**config.mk**
```make
export PLATFORM = sky130hd
export DESIGN_NAME = ahb_seg7_display
export DESIGN_NICKNAME = d
export VERILOG_FILES = /design/src/rtl/seg7_pkg.sv /design/src/rtl/seg7_decoder.sv /design/src/rtl/ahb_seg7_display.sv
export SDC_FILE = /design/constraint.sdc
export NUM_CORES = 1
export LEC_CHECK = 0
export CAP_MARGIN = 15
export CELL_PAD_IN_SITES_DETAIL_PLACEMENT = 0
export CELL_PAD_IN_SITES_GLOBAL_PLACEMENT = 2
export CORE_AREA = 2 2 121 135
export CTS_BUF_LIST = sky130_fd_sc_hd__clkbuf_16
export DETAILED_ROUTE_END_ITERATION = 7
export DIE_AREA = 0 0 123 137
export MAX_ROUTING_LAYER = met4
export PLACE_DENSITY = 0.74
export SYNTH_ARGS = -nofsm -noshare
export SYNTH_HDL_FRONTEND = slang
export SYNTH_SLANG_ARGS = --single-unit
```
**constraint.sdc**
```tcl
create_clock -name HCLK -period 2 [get_ports HCLK]
set_input_delay 0.4 -clock HCLK [delete_from_list [all_inputs] [get_ports HCLK]]
set_output_delay 0.4 -clock HCLK [all_outputs]
set_load 0.02 [all_outputs]
```
**src/rtl/seg7_pkg.sv**
```systemverilog
// Shared types and constants for the AHB seven-segment display slave.
// Holds the register map and the active-low hex segment table.
package seg7_pkg;

  typedef logic [6:0] seg_t;

  localparam logic [1:0] REG_DIGITS = 2'd0;
  localparam logic [1:0] REG_DP     = 2'd1;
  localparam logic [1:0] REG_CTRL   = 2'd2;
  localparam seg_t       SEG_BLANK  = 7'h7F;

  // Segment order {g,f,e,d,c,b,a}; a 0 lights the segment.
  function automatic seg_t hex2seg(input logic [3:0] h);
    seg_t s;
    case (h)
      4'h0: s = 7'h40;
      4'h1: s = 7'h79;
      4'h2: s = 7'h24;
      4'h3: s = 7'h30;
      4'h4: s = 7'h19;
      4'h5: s = 7'h12;
      4'h6: s = 7'h02;
      4'h7: s = 7'h78;
      4'h8: s = 7'h00;
      4'h9: s = 7'h10;
      4'hA: s = 7'h08;
      4'hB: s = 7'h03;
      4'hC: s = 7'h46;
      4'hD: s = 7'h21;
      4'hE: s = 7'h06;
      default: s = 7'h0E;
    endcase
    return s;
  endfunction

endpackage

```
**src/rtl/seg7_decoder.sv**
```systemverilog
// Combinational nibble to active-low seven-segment pattern.
// Thin wrapper around the package table.
module seg7_decoder
  import seg7_pkg::*;
(
  input  logic [3:0] i_nib,
  output seg_t       o_seg
);

  assign o_seg = hex2seg(i_nib);

endmodule

```
**src/rtl/ahb_seg7_display.sv**
```systemverilog
// AHB-Lite write-side slave driving a multiplexed 4-digit common-anode display.
// Optional SEG7_LEADING_ZERO_BLANK_EN blanks leading zero digits.
module ahb_seg7_display
  import seg7_pkg::*;
#(
  parameter int unsigned SCAN_DIV     = 50000,
  parameter int unsigned BLANK_CYCLES = 16
) (
  input  logic        HCLK,
  input  logic        HRESET,
  input  logic [31:0] HADDR,
  input  logic [31:0] HWDATA,
  input  logic [2:0]  HSIZE,
  input  logic [1:0]  HTRANS,
  input  logic        HWRITE,
  input  logic        HREADY,
  input  logic        HSEL,
  output logic [31:0] HRDATA,
  output logic        HREADYOUT,
  output logic [6:0]  seg_n,
  output logic        dp_n,
  output logic [3:0]  an_n
);

  localparam int unsigned CW = (SCAN_DIV > 2) ? $clog2(SCAN_DIV) : 1;
  localparam logic [CW-1:0] LAST = CW'(SCAN_DIV - 1);
  localparam bit HAS_BLANK = (BLANK_CYCLES > 0);

  logic          r_wr_en;
  logic          r_rd_en;
  logic [1:0]    r_addr;
  logic [15:0]   r_digits;
  logic [3:0]    r_dp;
  logic          r_en;
  logic [CW-1:0] r_cnt;
  logic [1:0]    r_idx;
  logic [15:0]   r_snap_dig;
  logic [3:0]    r_snap_dp;
  logic [6:0]    r_seg_n;
  logic          r_dp_n;
  logic [3:0]    r_an_n;

  logic          w_sel;
  logic          w_wrap;
  logic          w_load;
  logic          w_blank;
  logic          w_lz;
  logic [3:0]    w_nib;
  seg_t          w_seg;
  logic          w_unused;

  assign w_unused = ^{HSIZE, HADDR[31:4], HADDR[1:0], HWDATA[31:16]};

  assign HREADYOUT = 1'b1;
  assign w_sel = HREADY && HSEL && (HTRANS != 2'b00);

  always_ff @(posedge HCLK) begin
    if (HRESET) begin
      r_wr_en <= 1'b0;
      r_rd_en <= 1'b0;
      r_addr  <= 2'd0;
    end else if (w_sel) begin
      r_wr_en <= HWRITE;
      r_rd_en <= !HWRITE;
      r_addr  <= HADDR[3:2];
    end else begin
      r_wr_en <= 1'b0;
      r_rd_en <= 1'b0;
    end
  end

  always_ff @(posedge HCLK) begin
    if (HRESET) begin
      r_digits <= 16'h0000;
      r_dp     <= 4'h0;
      r_en     <= 1'b0;
    end else if (r_wr_en) begin
      unique case (1'b1)
        r_addr == REG_DIGITS: r_digits <= HWDATA[15:0];
        r_addr == REG_DP:     r_dp     <= HWDATA[3:0];
        r_addr == REG_CTRL:   r_en     <= HWDATA[0];
        default: ;
      endcase
    end
  end

  always_comb begin
    HRDATA = 32'h0;
    if (r_rd_en) begin
      unique case (1'b1)
        r_addr == REG_DIGITS: HRDATA = {16'h0, r_digits};
        r_addr == REG_DP:     HRDATA = {28'h0, r_dp};
        r_addr == REG_CTRL:   HRDATA = {31'h0, r_en};
        default:              HRDATA = 32'h0;
      endcase
    end
  end

  assign w_wrap = r_en && (r_cnt == LAST);
  // Snapshot at slot start so a mid-slot write never tears the lit digit.
  assign w_load = !r_en || w_wrap;

  always_ff @(posedge HCLK) begin
    if (HRESET) begin
      r_cnt      <= '0;
      r_idx      <= 2'd0;
      r_snap_dig <= 16'h0000;
      r_snap_dp  <= 4'h0;
    end else begin
      if (!r_en) begin
        r_cnt <= '0;
        r_idx <= 2'd0;
      end else if (w_wrap) begin
        r_cnt <= '0;
        r_idx <= r_idx + 2'd1;
      end else begin
        r_cnt <= r_cnt + CW'(1);
      end
      if (w_load) begin
        r_snap_dig <= r_digits;
        r_snap_dp  <= r_dp;
      end
    end
  end

  assign w_blank = HAS_BLANK && (32'(r_cnt) < BLANK_CYCLES);
  assign w_nib   = r_snap_dig[{r_idx, 2'b00} +: 4];

  seg7_decoder u_dec (
    .i_nib (w_nib),
    .o_seg (w_seg)
  );

`ifdef SEG7_LEADING_ZERO_BLANK_EN
  always_comb begin
    w_lz = 1'b0;
    unique case (r_idx)
      2'd3: w_lz = (r_snap_dig[15:12] == 4'h0);
      2'd2: w_lz = (r_snap_dig[15:8] == 8'h00);
      2'd1: w_lz = (r_snap_dig[15:4] == 12'h000);
      default: w_lz = 1'b0;
    endcase
  end
`else
  assign w_lz = 1'b0;
`endif

  always_ff @(posedge HCLK) begin
    if (HRESET) begin
      r_an_n  <= 4'hF;
      r_seg_n <= SEG_BLANK;
      r_dp_n  <= 1'b1;
    end else if (!r_en || w_blank) begin
      r_an_n  <= 4'hF;
      r_seg_n <= SEG_BLANK;
      r_dp_n  <= 1'b1;
    end else begin
      r_an_n  <= ~(4'b0001 << r_idx);
      r_seg_n <= w_lz ? SEG_BLANK : w_seg;
      r_dp_n  <= ~r_snap_dp[r_idx];
    end
  end

  assign an_n  = r_an_n;
  assign seg_n = r_seg_n;
  assign dp_n  = r_dp_n;

endmodule

```
==> flow_summary.json <==
{
  "synth-seq-area-share": 0.409,
  "grt_overflow": 0,
  "r2r_end": "r_cnt[7]",
  "cts_buffers": 9,
  "holdWs_ns": 0.443,
  "timing.fmax_ghz": 0.503,
  "diodes": 0,
  "vias": 2832,
  "cp_slowest_cell": "or4_4",
  "fin_worst_skew_ns": 0.00611,
  "run_status": "finished, final reports clean",
  "tns_ns": 0,
  "rrSetupSlack_ns": 0.01,
  "timing.critical_path.mode_cell": "or4_4",
  "finalWirelength_um": 8560,
  "placementRows": 48,
  "drtIter0Drc": 76,
  "syn_area_um2": 3670,
  "ys_types": 41,
  "vias_per_cell": 4.19,
  "grt_pass1_vias": 2866,
  "max_slew_margin": 0.571,
  "arrival_ns": 2.22,
  "cp_slowest_stage_delay_ns": 0.53,
  "critPathKind": "flip-flop to flip-flop",
  "hold_violations": 0,
  "synth-seq-cells": 75,
  "cts_sinks": 75,
  "cp_data_required_time_ns": 2.23,
  "fin_crit_ns": 1.99,
  "post-route-period-util": 0.993,
  "cap_violations": 0,
  "dp_cells": 654,
  "coreArea_um2": 15500,
  "ys_async_sr_fraction": 0,
  "die_w_um": 123,
  "syn2layout_area_growth_pct": 31.9,
  "yosysMostFrequentCell": "dfxtp_1",
  "fp.dieH_um": 137,
  "setup_violations": 0,
  "io_buffers": 52,
  "p_per_area_nw_per_um2": 681,
  "r2r_start": "r_cnt[7]",
  "clock_tree.htree_level_count": 3,
  "ioPinCount": 119,
  "grt_setup_unrepaired": "true",
  "insertion_delay_ns": 0.34,
  "timing.critical_path.buf_inv": 2,
  "postPlaceCellArea_um2": 4470,
  "p_leak_nw": 1.75,
  "worstHoldEndpoint": "r_cnt[0]",
  "cts.clk_slew.worst_paths_ns": 0.06,
  "r2r_cells": 6,
  "wl_per_cell_um": 12.7,
  "stdcell_area_um2": 4850,
  "synth_flop_cell": "dfxtp_1",
  "grt_pass1_wl_um": 13700,
  "yosys.area.top_type_share": 0.409,
  "syn_inst": 403,
  "hold_path_startpoint": "r_cnt[0]",
  "drv_slew": 0,
  "ant_nets": 0,
  "cts-root-buf": "clkbuf_16",
  "crit_fanout": 8,
  "grt_max_degree": 66,
  "gr-usage-all-layers": 0.106,
  "start_util": 0.237,
  "synth.avg_cell_area_um2": 9.12,
  "num-nets-final": 556,
  "synthTopCellsByCount": "75 x dfxtp_1, 45 x nand2_1, 42 x nand2b_1",
  "cts_tree": "built",
  "worst_hold_path_type": "flip-flop to flip-flop",
  "final_layout_size_suffix_gt1_frac": 0.181,
  "ys_top_cells_by_area": "dfxtp_1 41%, mux2i_1 10%, nand2b_1 7.2%",
  "critPathTopFamily": "simple AND/OR/NAND/NOR gates",
  "ir_drop_uv": 323,
  "antenna_found_initial": 0,
  "critPathLaunchType": "flip-flop",
  "clk_path_buf_depth": 2,
  "worst_pin_slew_ns": 0.641,
  "synth_top_area_cell": "dfxtp_1",
  "worstSetupEndpointType": "flip-flop",
  "gp_congestion": 0.747,
  "die-area_um2": 16900,
  "min_path_cells": 1,
  "drc": 0,
  "crit_path_cell_trace": "or4_4 > or4_4 > buf_6 > o21bai_4 > clkbuf_16 > nor2_1",
  "synth_warnings": 0,
  "hold_buffers": 0,
  "synth-edff-count": 0,
  "final_cells": 676,
  "dr.pass1.iters": 4,
  "dp_hpwl_um": 5910
}
[metrics by stage]
| stage | power, mW | worst slack [ns] | utilization |
|---|---|---|---|
| 2_1_floorplan | 1.66 | 0.00459 | - |
| 4_1_cts | 3.34 | 0.00580 | 0.307 |
| 3_5_place_dp | 1.71 | -0.0673 | 0.288 |
| 6_report | 3.30 | 0.0132 | 0.313 |
| 3_3_place_gp | 1.70 | -0.0179 | 0.288 |
| 5_1_grt | 3.43 | -0.0269 | 0.313 |
[cell type report]
class,instances,area (µm²)
multi-input combinational,297,2030
clock buffer,9,225
sequential,75,1510
clock inverter,7,68.8
tap,200,250
fill,1648,10600
timing repair buffer,81,739
inverter,7,26.3
[state kept, by name, summed over array words and instances, names as in the netlist]
| register | count |
|---|---|
| r_addr | 2 |
| r_cnt | 16 |
| dp_n | 1 |
| r_digits | 16 |
| r_snap_dp | 4 |
| r_dp | 4 |
| seg_n | 7 |
| r_snap_dig | 16 |
| an_n | 4 |
| r_wr_en | 1 |
| r_idx | 2 |
| r_rd_en | 1 |
| r_en | 1 |
[how the worst max path moves through the flow]
stage	from	endpoint	cells past startpoint
final	r_cnt[7]	r_cnt[7]	6
after global routing	r_cnt[7]	r_cnt[6]	6
after CTS	r_idx[0]	seg_n[3]	7
after detailed placement	HRESET	seg_n[2]	4
after global placement	HRESET	seg_n[2]	4
after floorplan	r_idx[0]	seg_n[0]	7
[layer usage]
layer  vias to the layer above  global-route usage  part of all wire
met5                         -                   -                 0
met4                         0              0.0473             0.020
met3                        11              0.0229             0.038
met2                        55               0.162              0.46
met1                      1304               0.135              0.49
li1                       1462                   -                 -
[worst reg2reg max path, delay by kind of cell (launching register included)]
family | cells | cell delay (ns)
AO/OA/AOI/OAI | 1 | 0.20
buffers and inverters | 2 | 0.34
AND/OR/NAND/NOR | 3 | 1.02
flip-flops | 1 | 0.32
[layout by cell type, fill, tap and decap left out, types with 2 or more instances in the layout]
cell type        Yosys  routed
clkdlybuf4s50_1      0      35
nor4_1               2       2
a21oi_2              0       2
mux2i_1             38      38
o221ai_1             2       2
dfxtp_2              0       3
xnor2_1              3       3
or4_4                2       2
clkbuf_16            0      11
and4_1               2       2
and2_1              15      15
buf_6                2       2
conb_1               2      17
nand2_1             45      45
o211ai_1             3       3
clkbuf_2             0      10
mux2_2               4       4
o21ai_0              5       5
dlygate4sd2_1        0       4
or3_1                5       5
nor2_1              26      25
dfxtp_1             75      72
buf_2                3       3
mux4_2               4       4
inv_1                7       6
xor2_1              10      10
ha_1                11      10
nand3_1             10       9
buf_4               17      22
clkinvlp_4           0       2
a21oi_1             24      22
and3_1               2       2
nand4_1              7       7
nand3b_1             4       4
clkinv_2             0       3
buf_12               0       2
nand2b_1            42      41
[where the power goes]
| group | internal (mW) | leakage (nW) | switching [mW] |
|---|---|---|---|
| logic | 0.0803 | 1.00 | 0.0812 |
| registers | 1.51 | 0.607 | 0.0104 |
| clock network | 0.961 | 0.141 | 0.663 |
[cell families after synthesis]
logic type | after synthesis | share of synthesized area
AND/OR/NAND/NOR | 168 | 0.241
AO/OA/AOI/OAI | 41 | 0.0661
multiplexers | 47 | 0.144
adder cells (fa/ha/maj) | 11 | 0.0375
buffers and inverters | 46 | 0.0695
flip-flops | 75 | 0.409
other | 2 | 0.00204
XOR/XNOR | 13 | 0.0310
[repair_timing]
| item | 4_1_cts | 5_1_grt |
|---|---|---|
| pin swaps | 0 | 5 |
| endpoints found under the setup margin | 16 | 46 |
| gates resized for setup | 29 | 31 |
| cloned | 0 | 3 |
| buffers inserted | 0 | 3 |
(Power assumes the default switching activity.)
